<file path="src/rtl/dmx_pkg.sv">
// ============================================================================
// Module      : dmx_pkg
// Description : Shared DMX512 frame-controller types, constants and the
//               microsecond-to-cycle conversion used for line timing.
// Revision    : 1.0 - initial release
// ============================================================================
`default_nettype none

package dmx_pkg;

    localparam int         DMX_MAX_SLOTS   = 512;
    localparam logic [7:0] START_CODE_NULL = 8'h00;

    typedef enum logic [2:0] {
        HUNT    = 3'd0,
        BREAK   = 3'd1,
        MAB     = 3'd2,
        WAIT_SC = 3'd3,
        RECEIVE = 3'd4
    } dmx_state_e;

    function automatic int us_to_cycles(input longint clk_freq, input longint us);
        return int'((clk_freq * us) / 64'd1_000_000);
    endfunction

endpackage

`default_nettype wire

</file>
<file path="src/rtl/dmx_line_timer.sv">
// ============================================================================
// Module      : dmx_line_timer
// Description : 2-FF synchroniser for the DMX line plus saturating low/high
//               run-length counters that flag BREAK and MAB durations.
// Revision    : 1.0 - initial release
// ============================================================================
`default_nettype none

module dmx_line_timer #(
    parameter int BREAK_CYC = 1760,
    parameter int MAB_CYC   = 160
) (
    input  logic clk,
    input  logic rst_n,
    input  logic dmx_in,
    output logic dmx_sync,
    output logic break_seen,
    output logic mab_seen
);

    localparam int LW = $clog2(BREAK_CYC + 1);
    localparam int HW = $clog2(MAB_CYC + 1);

    logic [1:0]    r_sync;
    logic [LW-1:0] r_low_cnt;
    logic [HW-1:0] r_high_cnt;

    // Counters run on the synchronised line so they agree with what the FSM sees
    always_ff @(posedge clk or negedge rst_n) begin
        if (!rst_n) begin
            r_sync     <= 2'b11;
            r_low_cnt  <= '0;
            r_high_cnt <= '0;
        end else begin
            r_sync <= {r_sync[0], dmx_in};
            if (r_sync[1]) begin
                r_low_cnt <= '0;
                if (r_high_cnt != HW'(MAB_CYC))
                    r_high_cnt <= r_high_cnt + HW'(1);
            end else begin
                r_high_cnt <= '0;
                if (r_low_cnt != LW'(BREAK_CYC))
                    r_low_cnt <= r_low_cnt + LW'(1);
            end
        end
    end

    assign dmx_sync   = r_sync[1];
    assign break_seen = (r_low_cnt == LW'(BREAK_CYC));
    assign mab_seen   = (r_high_cnt == HW'(MAB_CYC));

endmodule

`default_nettype wire

</file>
<file path="src/rtl/dmx_frame_controller.sv">
// ============================================================================
// Module      : dmx_frame_controller
// Description : DMX512 frame sequencer: BREAK/MAB detection, receiver start
//               trigger, slot counting and channel-window buffer writes.
//               Optional macro DMX_ALT_START_CODE_EN accepts any start code.
// Revision    : 1.0 - initial release
// ============================================================================
`default_nettype none

module dmx_frame_controller #(
    parameter  int CLK_FREQ     = 20_000_000,
    parameter  int NUM_CH       = 16,
    parameter  int BREAK_MIN_US = 88,
    parameter  int MAB_MIN_US   = 8,
    localparam int ADDR_W       = (NUM_CH > 1) ? $clog2(NUM_CH) : 1
) (
    input  logic              clk,
    input  logic              rst_n,
    input  logic              dmx_in,
    output logic              dmx_sync,
    output logic              start_receive,
    input  logic              rx_byte_ready,
    input  logic [7:0]        rx_byte,
    input  logic              rx_error,
    input  logic              rx_byte_done,
    input  logic [8:0]        base_addr,
    output logic              wr_en,
    output logic [ADDR_W-1:0] wr_addr,
    output logic [7:0]        wr_data,
    output logic [7:0]        start_code,
    output logic [9:0]        slot_count,
    output logic              frame_done,
    output logic              frame_ok
);

    import dmx_pkg::*;

    localparam int BREAK_CYC = us_to_cycles(CLK_FREQ, BREAK_MIN_US);
    localparam int MAB_CYC   = us_to_cycles(CLK_FREQ, MAB_MIN_US);

    dmx_state_e r_state;
    logic       r_sc_pending;
    logic [9:0] r_base;
    logic [9:0] r_slot_cnt;

    logic       w_break_seen;
    logic       w_mab_seen;
    logic       w_sc_ok;
    logic       w_count_byte;
    logic       w_in_win;
    logic [9:0] w_slot_next;
    logic [9:0] w_slot_total;
    logic [9:0] w_off;

    dmx_line_timer #(
        .BREAK_CYC (BREAK_CYC),
        .MAB_CYC   (MAB_CYC)
    ) u_line_timer (
        .clk        (clk),
        .rst_n      (rst_n),
        .dmx_in     (dmx_in),
        .dmx_sync   (dmx_sync),
        .break_seen (w_break_seen),
        .mab_seen   (w_mab_seen)
    );

`ifdef DMX_ALT_START_CODE_EN
    assign w_sc_ok = 1'b1;
`else
    assign w_sc_ok = (rx_byte == START_CODE_NULL);
`endif

    // Offset form of the window test keeps the upper bound from wrapping in 10 bits
    assign w_slot_next  = r_slot_cnt + 10'd1;
    assign w_off        = w_slot_next - r_base;
    assign w_in_win     = (w_slot_next >= r_base) && (w_off < 10'(NUM_CH));
    assign w_count_byte = rx_byte_ready && !r_sc_pending
                          && (r_slot_cnt != 10'(DMX_MAX_SLOTS));
    assign w_slot_total = w_count_byte ? w_slot_next : r_slot_cnt;

    always_ff @(posedge clk or negedge rst_n) begin
        if (!rst_n) begin
            r_state       <= HUNT;
            r_sc_pending  <= 1'b0;
            r_base        <= 10'd1;
            r_slot_cnt    <= '0;
            start_receive <= 1'b0;
            wr_en         <= 1'b0;
            wr_addr       <= '0;
            wr_data       <= '0;
            start_code    <= '0;
            slot_count    <= '0;
            frame_done    <= 1'b0;
            frame_ok      <= 1'b0;
        end else begin
            start_receive <= 1'b0;
            wr_en         <= 1'b0;
            frame_done    <= 1'b0;
            frame_ok      <= 1'b0;
            case (r_state)
                HUNT: begin
                    if (w_break_seen)
                        r_state <= BREAK;
                end
                BREAK: begin
                    if (dmx_sync)
                        r_state <= MAB;
                end
                MAB: begin
                    if (w_mab_seen) begin
                        r_state      <= WAIT_SC;
                        r_base       <= (base_addr == 9'd0) ? 10'd1 : {1'b0, base_addr};
                        r_slot_cnt   <= '0;
                        r_sc_pending <= 1'b1;
                    end else if (!dmx_sync) begin
                        r_state <= HUNT;
                    end
                end
                WAIT_SC: begin
                    if (!dmx_sync) begin
                        start_receive <= 1'b1;
                        r_state       <= RECEIVE;
                    end
                end
                RECEIVE: begin
                    if (rx_byte_ready && r_sc_pending && !w_sc_ok) begin
                        start_code   <= rx_byte;
                        r_sc_pending <= 1'b0;
                        r_state      <= HUNT;
                    end else begin
                        if (rx_byte_ready && r_sc_pending) begin
                            start_code   <= rx_byte;
                            r_sc_pending <= 1'b0;
                        end
                        if (w_count_byte) begin
                            r_slot_cnt <= w_slot_next;
                            if (w_in_win) begin
                                wr_en   <= 1'b1;
                                wr_addr <= w_off[ADDR_W-1:0];
                                wr_data <= rx_byte;
                            end
                        end
                        // Error outranks the timeout; a byte in the same cycle is already counted
                        if (rx_error) begin
                            frame_done <= 1'b1;
                            slot_count <= w_slot_total;
                            r_state    <= HUNT;
                        end else if (rx_byte_done) begin
                            frame_done <= 1'b1;
                            frame_ok   <= 1'b1;
                            slot_count <= w_slot_total;
                            r_state    <= HUNT;
                        end else if (w_break_seen) begin
                            frame_done <= 1'b1;
                            slot_count <= w_slot_total;
                            r_state    <= BREAK;
                        end
                    end
                end
                default: r_state <= HUNT;
            endcase
        end
    end

endmodule

`default_nettype wire

</file>
<file path="config.mk">
export PLATFORM = sky130hd
export DESIGN_NAME = dmx_frame_controller
export DESIGN_NICKNAME = d
export VERILOG_FILES = /design/src/rtl/dmx_pkg.sv /design/src/rtl/dmx_line_timer.sv /design/src/rtl/dmx_frame_controller.sv
export SDC_FILE = /design/constraint.sdc
export NUM_CORES = 1
export LEC_CHECK = 0
export CAP_MARGIN = 20
export CORE_ASPECT_RATIO = 1.1
export CORE_MARGIN = 2
export CORE_UTILIZATION = 40
export DETAILED_ROUTE_END_ITERATION = 7
export SETUP_SLACK_MARGIN = 0.05
export SYNTH_ARGS = -nofsm -noshare
export SYNTH_HDL_FRONTEND = slang
export SYNTH_HIERARCHICAL = 1
export SYNTH_SLANG_ARGS = --single-unit
export TNS_END_PERCENT = 10
</file>
<file path="constraint.sdc">
create_clock -name clk -period 3.9 [get_ports clk]
set_input_delay 1.17 -clock clk [delete_from_list [all_inputs] [get_ports clk]]
set_output_delay 1.17 -clock clk [all_outputs]
set_load 0.1 [all_outputs]
</file>
# Yosys cells after proc, flatten, opt, wreduce, memory -nomap -nowiden
# Index checks and enable logic that the tools add are counted.
# op_classes
add_sub_neg	4
n_lt_le_gt_ge	2
n_eq_ne	16
mux	42
bitwise	1
reduce_logical	21
# ops
operator	n
$mux 10	6
$mux 8	4
$mux 3	8
$mux 11	2
$pmux 10 s2	1
$mux 1	18
$pmux 3 s5	1
$reduce_and 3->1	4
$add 11x1->11 const B	1
$eq 11x11->1 const B	1
$ne 11x11->1 const B	1
$add 10x1->10 const B	1
$ge 10x10->1	1
$lt 10x5->1 const B	1
$ne 10x10->1 const B	1
$sub 10x10->10	1
$logic_not 9->1	1
$mux 9	1
$add 8x1->8 const B	1
$eq 8x8->1 const B	1
$logic_not 8->1	1
$ne 8x8->1 const B	1
$eq 3x2->1 const B	2
$ne 2x2->1 const B	3
other kinds (14)	23
# totals
register_bits	79
inputBits	23
output_inout_bits	35
word_cells	101

# Logic depth before layout (Yosys ltp)
# Gate-level depths: netlist of the first run.
# depth
depth_word	8
ltp_mapped	13
depth_no_buf	12

# By module
# The synthesis of the first run kept the hierarchy.
# by_module_without_submodules
mod	n_inst	cells_each	area_per_inst_um2
dmx_frame_controller	1	296	3020.4
dmx_line_timer	1	114	1108.6

# Worst setup path after synthesis of the first run
# OpenSTA, ideal clock, no wires.
# synth_timing
path_type	register to register
startpoint	register r_slot_cnt[0]
endpoint	register wr_data[0]
setup_time_ns	0.126
arrival_ns	3.009
setup_slack_ns	0.765
stages_incl_launch_ff	13
path_buffers	1
period_less_slack_ns	3.135
path_cell_list	dfrtp_1 > ha_1 > nand3_1 > nor2_1 > xor2_1 > ha_1 > and3_1 > a21boi_0 > o221a_2 > o21a_1 > o2111a_2 > buf_6 > mux2_4
# synth_via
elab_chain_len	5
# synth_rtl
element	line_no	text
from (decl)	dmx_frame_controller.sv:44	logic [9:0] r_slot_cnt;
from (signal assigned)	dmx_frame_controller.sv:136	r_slot_cnt <= w_slot_next;
$add 10x1->10	dmx_frame_controller.sv:74	assign w_slot_next = r_slot_cnt + 10'd1;
$sub 10x10->10	dmx_frame_controller.sv:75	assign w_off = w_slot_next - r_base;
$lt 10x5->1	dmx_frame_controller.sv:76	assign w_in_win = (w_slot_next >= r_base) && (w_off < 10'(NUM_CH));
$logic_and 1x1->1	dmx_frame_controller.sv:76	
$reduce_and 4->1 (no line) *	--	
to (signal assigned)	dmx_frame_controller.sv:140	wr_data <= rx_byte;
to (decl)	dmx_frame_controller.sv:29	output logic [7:0] wr_data,
# Every way passes the cells marked *; elsewhere a longest branch is shown, timed or not.
# A chain may end at the register's enable or synchronous reset.

# Worst setup path in the final report of the first run
# layout_timing
startpoint	register r_slot_cnt[0]
endpoint	register wr_data[3]
# The elaborated chain is that of the path after synthesis.

==> results of run 1 <==
[cells by family (layout without fill, tap and decap cells)]
group                    count (synthesis)  in the layout  share of synthesized area [%]
AO/OA/AOI/OAI                           82             82                          11.79
XOR/XNOR                                27             27                          5.727
adder cells (fa/ha/maj)                 16             16                          5.030
buffers and inverters                   42            102                          4.182
flip-flops                              78             78                          47.36
multiplexers                            26             26                          7.667
AND/OR/NAND/NOR                        139            139                          18.24
[through the flow]
| stage | total power [mW] | hold WS [ns] | utilization [%] | instances | setup WS, ns |
|---|---|---|---|---|---|
| after floorplan | 0.9285 | 0.3452 | - | 410 | 0.7649 |
| after global placement | 0.9914 | 0.3459 | 47.81 | 574 | 0.5397 |
| final | 1.551 | 0.3582 | 50.04 | 590 | 0.4634 |
| after detailed placement | 0.9935 | 0.3481 | 47.81 | 574 | 0.4282 |
| after global routing | 1.619 | 0.3668 | 50.04 | 590 | 0.2080 |
| after CTS | 1.569 | 0.3593 | 49.56 | 588 | 0.4104 |
[worst max-delay path: cells and delay by family, from the launching register on]
family / cells / cell delay, ns
AOI/OAI and AO/OA: 4 / 0.88
and+or+nand+nor: 3 / 0.72
adders and majority gates: 2 / 0.58
DFF: 1 / 0.50
muxes: 1 / 0.29
xor gates and xnor gates: 1 / 0.18
buffers and inverters: 1 / 0.15
[path summary, 6_finish.rpt]
| path | from | endpoint | cells after the start | slack [ns] |
|---|---|---|---|---|
| max | r_slot_cnt[0]$_DFFE_PN0P_ | wr_data[3]$_DFFE_PN0P_ | 12 | 0.46 |
| min | u_line_timer/r_sync[0]$_DFF_PN1_ | u_line_timer/r_sync[1]$_DFF_PN1_ | 0 | 0.36 |
| max reg2reg | r_slot_cnt[0]$_DFFE_PN0P_ | wr_data[3]$_DFFE_PN0P_ | 12 | 0.46 |
| min reg2reg | u_line_timer/r_sync[0]$_DFF_PN1_ | u_line_timer/r_sync[1]$_DFF_PN1_ | 0 | 0.36 |
| max in group asynchronous | rst_n | u_line_timer/r_sync[0]$_DFF_PN1_ | 2 | 2.67 |
| min in group asynchronous | rst_n | wr_data[0]$_DFFE_PN0P_ | 1 | 0.61 |
[layer usage]
metal	vias up	GRT usage (%)	wire, µm
met1	1539	21.32	3940
met5	-	0	0
met4	0	6.667	164
li1	1543	-	-
met2	37	27.87	4564
met3	14	3.481	218
[final cells by class]
type                            instances  area share (%)
Clock buffer                           13           3.397
Tap cell                              120           3.020
Clock inverter                          1          0.1007
Inverter                               27           2.038
Sequential cell                        78           39.33
Timing Repair Buffer                   61           11.88
Multi-Input combinational cell        290           40.24
[report_power, final]
part           leakage (nW)  total [mW]  internal, mW  switching, mW
registers              1.01       0.836         0.822         0.0144
logic                  1.16       0.143        0.0481         0.0946
clock network        0.0914       0.572         0.276          0.296
total                  2.27        1.55          1.15          0.405
[layout by cell type, fill, tap and decap left out, drive strengths merged, types with 2 or more instances in the layout]
cell type      synthesis  routed
nand2b                 3       3
buf                    3      21
clkbuf                12      13
xor2                  13      13
or3                    8       8
o211ai                 3       3
and4                   3       3
nor3                   7       7
clkdlybuf4s50          0      40
nand4                  4       4
dfrtp                 75      75
nor4                   8       8
xnor2                 14      14
a21o                   3       3
inv                   27      27
dfstp                  3       3
o21ai                 30      30
mux2                  21      21
o21a                   2       2
and3                   3       3
mux2i                  5       5
o31ai                  5       5
nor3b                  4       4
a21boi                 2       2
ha                    15      15
a21oi                 27      27
a31oi                  2       2
nor2b                  9       9
nand3                 17      17
nand2                 34      34
or4                    2       2
nor2                  30      30
[state kept, by name, summed over array words and instances (netlist names)]
register / flops
frame_ok: 1
r_base: 9
slot_count: 10
u_line_timer/r_high_cnt: 8
u_line_timer/r_low_cnt: 11
start_receive: 1
r_state: 3
u_line_timer/r_sync: 2
start_code: 8
wr_en: 1
r_slot_cnt: 10
r_sc_pending: 1
wr_data: 8
wr_addr: 4
frame_done: 1
==> impl_metrics.tcl, run 1 <==
set metrics [dict create \
    grt_usage_pct 16.85 \
    place.gp.congestion 0.8687 \
    status "complete, no violations" \
    hold_viol 0 \
    die_height_um 110.6 \
    worst_ep_required_time_ns 4.15 \
    core-area_um2 9937 \
    layout.nets 506 \
    cts_hold_buf 0 \
    synthTopCellsByCount "75 x dfrtp_1, 34 x nand2_1, 30 x nor2_1, 30 x o21ai_0" \
    root_buffer "clkbuf_8" \
    syn_area_um2 4129 \
    grt_max_degree 79 \
    synth_most_common_cell "dfrtp_1" \
    post_cts_buffers 0 \
    max_stage_delay_ns 0.50 \
    ys_ff_latch 78 \
    drt-initial-drc-count 63 \
    synthFlopType "dfrtp_1" \
    grt_pass1_wl_um 14900 \
    drv_cap 0 \
    ys_seq_area_share_pct 47.36 \
    max_freq_mhz 291.0 \
    yosysUniqueCellTypes 54 \
    hold_class "reg -> reg" \
    path_cells "ha_1, nand3_1, nor2_1, xor2_1, ha_1, and3_1, a21boi_0, o221a_2, o21a_1, o2111a_2, buf_12, mux2_4" \
    antenna_found_initial 0 \
    crit_top_cell "ha_1" \
    insertion_delay_ns 0.37 \
    hpwl_um 6288 \
    crit_slowest_cell "dfrtp_1" \
    dieArea_um2 11150 \
    cp.arrival_ns 3.68 \
    skew_ns 0.009027 \
    slew_viol_final 0 \
    crit_type "reg -> reg" \
    die_w_um 100.9 \
    layout-drive-gt1-share_pct 14.04 \
    finalSetupViolCount 0 \
    cts_resized 0 \
    relSlewSlack_pct 34.77 \
    clockBufferDepth 2 \
    port_buffers 57 \
    drcViolationCount 0 \
    rows 38 \
    fin_area_um2 4972 \
    avgRoutedWirePerCell_um 15.06 \
    worst_setup_path_end_kind "flop" \
    path_max_fanout 13 \
    rsz0062_at_grt "no" \
    yosysWarnings 6 \
    cts_num_sinks 78 \
    num_io_pins 58 \
    grt_overflow_total 0 \
    p_leak_nw 2.268 \
    min_period_ns 3.437 \
    synth-edff-count 0 \
    seq_area_um2 1956 \
    n_fill_cell 934 \
    syn_nets 449 \
    avgSynthCellArea_um2 10.07 \
    clk_pin_slew_ns 0.08 \
    num_vias 3133 \
    postPlaceCellArea_um2 4751 \
    tns_ns 0 \
    cts_inserted_buffers 9 \
    start_util_pct 41.55 \
    tightest_slew_ns 0.9755 \
    viasPerCell 5.310 \
    ctsHtreeMaxLevel 3 \
    grt_pass1_vias 3083 \
    synthCells 410 \
    startpoint_type "flop" \
    yosysTopAreaCell "dfrtp_1" \
    drt_pass1_iterations 4 \
    synth_top_area_share_pct 45.45 \
    power.density_nw_per_um2 311.9 \
    diodes 0 \
    ys_top_cells_by_area "dfrtp_1 45%, ha_1 4.5%, o21ai_0 3.6%, mux2_2 3.5%, a21oi_1 3.3%" \
    wl_um 8887 \
    async_reset_ff_share_pct 100.0 \
    period_share_pct 88.12 \
    peakVddDrop_mv 0.1501 \
    cts_tree "built" \
    postRouteAntennaNets 0 \
    syn_to_final_growth_pct 20.42 \
    multi_input_area_um2 2001 \
]
No activity file was read; power rests on OpenSTA's default activity.
==> run 2: changes to the inputs <==
--- a/config.mk
+++ b/config.mk
@@ -10,7 +10,9 @@
 export CORE_MARGIN = 2
 export CORE_UTILIZATION = 40
 export DETAILED_ROUTE_END_ITERATION = 7
+export GPL_TIMING_DRIVEN = 0
 export SETUP_SLACK_MARGIN = 0.05
+export SKIP_CTS_REPAIR_TIMING = 1
 export SYNTH_ARGS = -nofsm -noshare
 export SYNTH_HDL_FRONTEND = slang
 export SYNTH_HIERARCHICAL = 1
==> run 2 against run 1 <==
Net effect: die area did not move; clock-buffer cell count fell by 2; sequential cell count did not move; final cell count rose by 2.4%; sequential power barely moved; maximum frequency fell by 3.3%; non-clock buffer count rose by 12; hold slack improved by 0.00057 ns; critical endpoint is now wr_data[6]$_DFFE_PN0P_.
==> impl_metrics.tcl, run 2 (synthesis results as in run 1) <==
set metrics [dict create \
    path_buf_inv 1 \
    num_io_pins 58 \
    cts_inserted_buffers 9 \
    crit_type "reg -> reg" \
    seq_area_um2 1956 \
    hold_class "reg -> reg" \
    top_regs "u_line_timer/r_low_cnt: 11 flops, r_slot_cnt: 10 flops, slot_count: 10 flops" \
    max_freq_mhz 281.5 \
    hold_viol 0 \
    drt-initial-drc-count 61 \
    worst_setup_path_end_kind "flop" \
    hold_slack_ns 0.3588 \
    root_buffer "clkbuf_8" \
    crit_top_cell "ha_1" \
    clk_pin_slew_ns 0.08 \
    layout.nets 518 \
    drcViolationCount 0 \
    layout-drive-gt1-share_pct 10.95 \
    drv_cap 0 \
    cts_tree "built" \
    p_switching_mw 0.4234 \
    tightest_slew_ns 1.010 \
    grt_pass1_wl_um 15220 \
    min_period_ns 3.553 \
    start_util_pct 41.55 \
    wl_um 8893 \
    p_leak_nw 2.241 \
    diodes 0 \
    stdcell_count 604 \
    drt_pass1_iterations 4 \
    fin_util_pct 50.86 \
    dp_slack_ns 0.3071 \
    avgRoutedWirePerCell_um 14.72 \
    syn_to_final_growth_pct 22.39 \
    core-area_um2 9937 \
    hpwl_um 6430 \
    worst_ep_required_time_ns 4.13 \
    die_height_um 110.6 \
    path_cells "ha_1, nand3_1, nor2_2, xor2_1, ha_1, and3_1, a21boi_0, o221a_2, o21a_1, o2111a_2, buf_6, mux2_4" \
    power.density_nw_per_um2 305.4 \
    die_w_um 100.9 \
    period_share_pct 91.10 \
    cp.arrival_ns 3.78 \
    antenna_found_initial 0 \
    place.gp.congestion 0.8040 \
    status "complete, no violations" \
    largest_register_ffs 11 \
    largest_register "u_line_timer/r_low_cnt" \
    insertion_delay_ns 0.35 \
    peakVddDrop_mv 0.1531 \
    grt_overflow_total 0 \
    dieArea_um2 11150 \
    switching_share_pct 27.43 \
    startpoint_type "flop" \
    path_max_fanout 10 \
    multi_input_area_um2 2003 \
    power_frac_clock_pct 36.4 \
    seqPwrFrac_pct 54.1 \
    port_buffers 57 \
    dp.cells 588 \
    postPlaceCellArea_um2 4875 \
    finalSetupViolCount 0 \
    rsz0062_at_grt "no" \
    grt_usage_pct 16.94 \
    power_frac_comb_pct 9.5 \
    viasPerCell 5.202 \
    final_common_cell "dfrtp_1" \
    internal_power_mw 1.120 \
    rows 38 \
    ctsHtreeMaxLevel 3 \
    crit_slowest_cell "dfrtp_1" \
    cts_num_sinks 78 \
    clockBufferDepth 2 \
    crit_family "compound AO/OA/AOI/OAI gates" \
    num_vias 3142 \
    fin_area_um2 5054 \
    grt_max_degree 61 \
    postRouteAntennaNets 0 \
    n_fill_cell 911 \
    grt_pass1_vias 3165 \
    layout_common_cells "75 x dfrtp_1, 56 x clkdlybuf4s50_1, 34 x nand2_1" \
    skew_ns 0.01201 \
    relSlewSlack_pct 32.49 \
    max_stage_delay_ns 0.50 \
    slew_viol_final 0 \
    fin_ws_ns 0.3471 \
]
==> run 2: changes by cell type in the layout (fill, tap and decap cells not counted), sizes merged <==
cell,delta
clkdlybuf4s50,+16
clkinvlp,+4
buf,-16
clkbuf,+10
==> run 2: worst paths after layout <==
path	slack (ns)	end	cells after the start	from
worst max-delay path	0.35	wr_data[6]$_DFFE_PN0P_	12	r_slot_cnt[0]$_DFFE_PN0P_
worst min-delay path	0.36	u_line_timer/r_sync[1]$_DFF_PN1_	0	u_line_timer/r_sync[0]$_DFF_PN1_
worst max register to register	0.35	wr_data[6]$_DFFE_PN0P_	12	r_slot_cnt[0]$_DFFE_PN0P_
worst min register to register	0.36	u_line_timer/r_sync[1]$_DFF_PN1_	0	u_line_timer/r_sync[0]$_DFF_PN1_
max in group asynchronous	2.58	u_line_timer/r_sync[1]$_DFF_PN1_	2	rst_n
min in group asynchronous	0.70	start_code[1]$_DFFE_PN0P_	1	rst_n
==> run 2: metrics by stage <==
stage	power, mW	setup TNS, ns
finish	1.543	0
CTS	1.569	0
detailed placement	0.9998	0
global placement	0.9944	-88.94
global route	1.611	0
floorplan	0.9285	0
==> run 2: final cells by class <==
class | instances | area share (%)
Tap cell | 120 | 2.971
Clock inverter | 5 | 0.6932
Inverter | 27 | 2.005
Timing Repair Buffer | 58 | 11.79
Buffer | 15 | 1.411
Sequential cell | 78 | 38.70
Clock buffer | 11 | 2.798
Multi-Input combinational cell | 290 | 39.64
==> run 2: power by group through the flow <==
stage               sequential (mW)  combinational, mW  clock [mW]
floorplan                     0.899             0.0291           0
global placement              0.851              0.143           0
detailed placement            0.851              0.149           0
CTS                           0.835              0.149       0.584
global route                  0.838              0.159       0.614
finish                        0.836              0.147       0.561
==> run 2: routing by layer <==
layer / GRT usage (%) / part of all wire, %
met2: 28.71 / 51
met5: 0 / 0
met1: 22.07 / 46
met3: 2.405 / 2.3
met4: 5.388 / 0.28
==> run 3: changes to the inputs <==
--- a/config.mk
+++ b/config.mk
@@ -6,7 +6,7 @@
 export NUM_CORES = 1
 export LEC_CHECK = 0
 export CAP_MARGIN = 20
-export CORE_ASPECT_RATIO = 1.1
+export CORE_ASPECT_RATIO = 0.9
 export CORE_MARGIN = 2
 export CORE_UTILIZATION = 40
 export DETAILED_ROUTE_END_ITERATION = 7
==> run 3 against run 2 <==
Net effect: design area increased by 2.8%; clock power is 56% higher; non-clock buffer count unchanged; highest routed layer unchanged; largest power group is now the clock network; largest cell class unchanged; critical path type unchanged.
==> impl_metrics.tcl, run 3 (synthesis results as in run 1) <==
set metrics [dict create \
    power.density_nw_per_um2 357.4 \
    grt_usage_pct 17.03 \
    grt_max_degree 64 \
    slew_viol_final 0 \
    insertion_delay_ns 0.34 \
    syn_to_final_growth_pct 25.82 \
    rrSetupSlack_ns 0.37 \
    met3_usage_pct 3.865 \
    dieArea_um2 11150 \
    worst_setup_path_end_kind "flop" \
    top_regs "u_line_timer/r_low_cnt: 11 flops, r_slot_cnt: 10 flops, slot_count: 10 flops" \
    switching_share_pct 25.78 \
    cp.arrival_ns 3.75 \
    drv_cap 0 \
    rows 35 \
    skew_ns 0.007505 \
    status "complete, no violations" \
    die_w_um 111.1 \
    period_share_pct 90.45 \
    clockBufferDepth 2 \
    num_io_pins 58 \
    hold_viol 0 \
    postRouteAntennaNets 0 \
    ctsHtreeMaxLevel 3 \
    avgRoutedWirePerCell_um 14.51 \
    num_vias 3137 \
    drt-initial-drc-count 130 \
    rsz0062_at_grt "no" \
    grt_pass1_vias 3103 \
    dp.cells 597 \
    clk_pin_slew_ns 0.06 \
    worstReg2RegStart "r_slot_cnt[0]$_DFFE_PN0P_" \
    internal_power_mw 1.378 \
    startpoint_type "flop" \
    antenna_found_initial 0 \
    tightest_slew_ns 1.016 \
    drcViolationCount 0 \
    p_total_mw 1.857 \
    largest_register "u_line_timer/r_low_cnt" \
    grtUsageMet2_pct 26.33 \
    diodes 0 \
    p_leak_nw 2.304 \
    core-area_um2 10160 \
    p_switching_mw 0.4787 \
    final_common_cell "dfrtp_1" \
    min_period_ns 3.527 \
    grt.met1_usage_pct 24.03 \
    max_freq_mhz 283.5 \
    place.gp.congestion 0.8209 \
    drt_pass1_iterations 4 \
    start_util_pct 40.64 \
    multi_input_area_um2 2003 \
    r2r_end "wr_data[3]$_DFFE_PN0P_" \
    top_usage_layer "met2" \
    cts_num_sinks 78 \
    grt_overflow_total 0 \
    peakVddDrop_mv 0.2241 \
    layout.nets 518 \
    layout-drive-gt1-share_pct 11.16 \
    worst_ep_required_time_ns 4.12 \
    hold_class "reg -> reg" \
    seqPwrFrac_pct 45.0 \
    root_buffer "clkbuf_16" \
    power_frac_comb_pct 7.9 \
    finalSetupViolCount 0 \
    min_to "u_line_timer/r_sync[1]$_DFF_PN1_" \
    hpwl_um 6438 \
    cts_tree "built" \
    cts_inserted_buffers 9 \
    grt_pass1_wl_um 15190 \
    r2r_cells 12 \
    whs_path_depth 0 \
    largest_register_ffs 11 \
    die_height_um 100.4 \
    viasPerCell 5.117 \
    seq_area_um2 1956 \
    wl_um 8895 \
    path_max_fanout 10 \
    relSlewSlack_pct 32.08 \
    stdcell_count 613 \
    port_buffers 57 \
    n_fill_cell 944 \
    power_frac_clock_pct 47.1 \
    crit_type "reg -> reg" \
    layout_common_cells "75 x dfrtp_1, 56 x clkdlybuf4s50_1, 34 x nand2_1" \
    min-delay-start "u_line_timer/r_sync[0]$_DFF_PN1_" \
]
[run 3: changes by cell type in the layout (fill, tap and decap cells not counted)]
cell	change
clkbuf_1	-1
clkbuf_8	-10
clkbuf_16	+9
clkinv_2	-1
bufinv_16	+1
inv_8	+1
clkinvlp_4	-1
inv_6	+2
[run 3: power groups by stage]
stage / Clock, mW / Combinational, mW / Sequential, mW
6_report: 0.874 / 0.146 / 0.836
5_1_grt: 0.929 / 0.158 / 0.838
4_1_cts: 0.894 / 0.149 / 0.836
3_5_place_dp: 0 / 0.148 / 0.851
3_3_place_gp: 0 / 0.143 / 0.851
2_1_floorplan: 0 / 0.0291 / 0.899
[run 3: final cells by class]
class	count	area share (%)
Multi-Input combinational cell	290	38.56
Tap cell	129	3.107
Buffer	15	1.373
Clock inverter	7	1.566
Timing Repair Buffer	58	11.46
Inverter	27	1.951
Clock buffer	9	4.335
Sequential cell	78	37.64
[run 3: layer usage]
layer	share of wire [%]	routed length [µm]
met1	52	4613
met2	42	3775
met3	4.8	423
met4	0.92	82
met5	0	0
[run 3: per-stage QoR]
| stage | TNS [ns] | area (µm²) | utilization (%) | setup slack (ns) | hold slack, ns |
|---|---|---|---|---|---|
| after global placement | -88.85 | 4861 | 47.84 | -1.182 | 0.3466 |
| after detailed placement | 0 | 4886 | 48.09 | 0.3559 | 0.3468 |
| after CTS | 0 | 5192 | 51.11 | 0.3430 | 0.3565 |
| after floorplan | 0 | 4129 | - | 0.7649 | 0.3452 |
| after global routing | 0 | 5195 | 51.13 | 0.09774 | 0.3590 |
| final | 0 | 5195 | 51.13 | 0.3725 | 0.3561 |
[run 3: how the worst max path moves through the flow]
stage / start / end / cells past startpoint / slack, ns
after CTS: r_slot_cnt[0]$_DFFE_PN0P_ / wr_data[3]$_DFFE_PN0P_ / 12 / 0.34
after floorplan: r_slot_cnt[0]$_DFFE_PN0P_ / wr_data[0]$_DFFE_PN0P_ / 12 / 0.76
after detailed placement: r_slot_cnt[0]$_DFFE_PN0P_ / wr_data[0]$_DFFE_PN0P_ / 12 / 0.36
final: r_slot_cnt[0]$_DFFE_PN0P_ / wr_data[3]$_DFFE_PN0P_ / 12 / 0.37
after global placement: rst_n / frame_done$_DFF_PN0_ / 1 / -1.18
after global routing: r_slot_cnt[0]$_DFFE_PN0P_ / wr_data[3]$_DFFE_PN0P_ / 12 / 0.1
[run 3: worst max-delay path, cell delays in order (launching register included)]
cell,delay (ns)
dfrtp_1,0.49
ha_1,0.28
nand3_1,0.24
nor2_2,0.27
xor2_1,0.22
ha_1,0.31
and3_1,0.22
a21boi_0,0.15
o221a_2,0.30
o21a_1,0.16
o2111a_2,0.30
buf_6,0.18
mux2_4,0.30
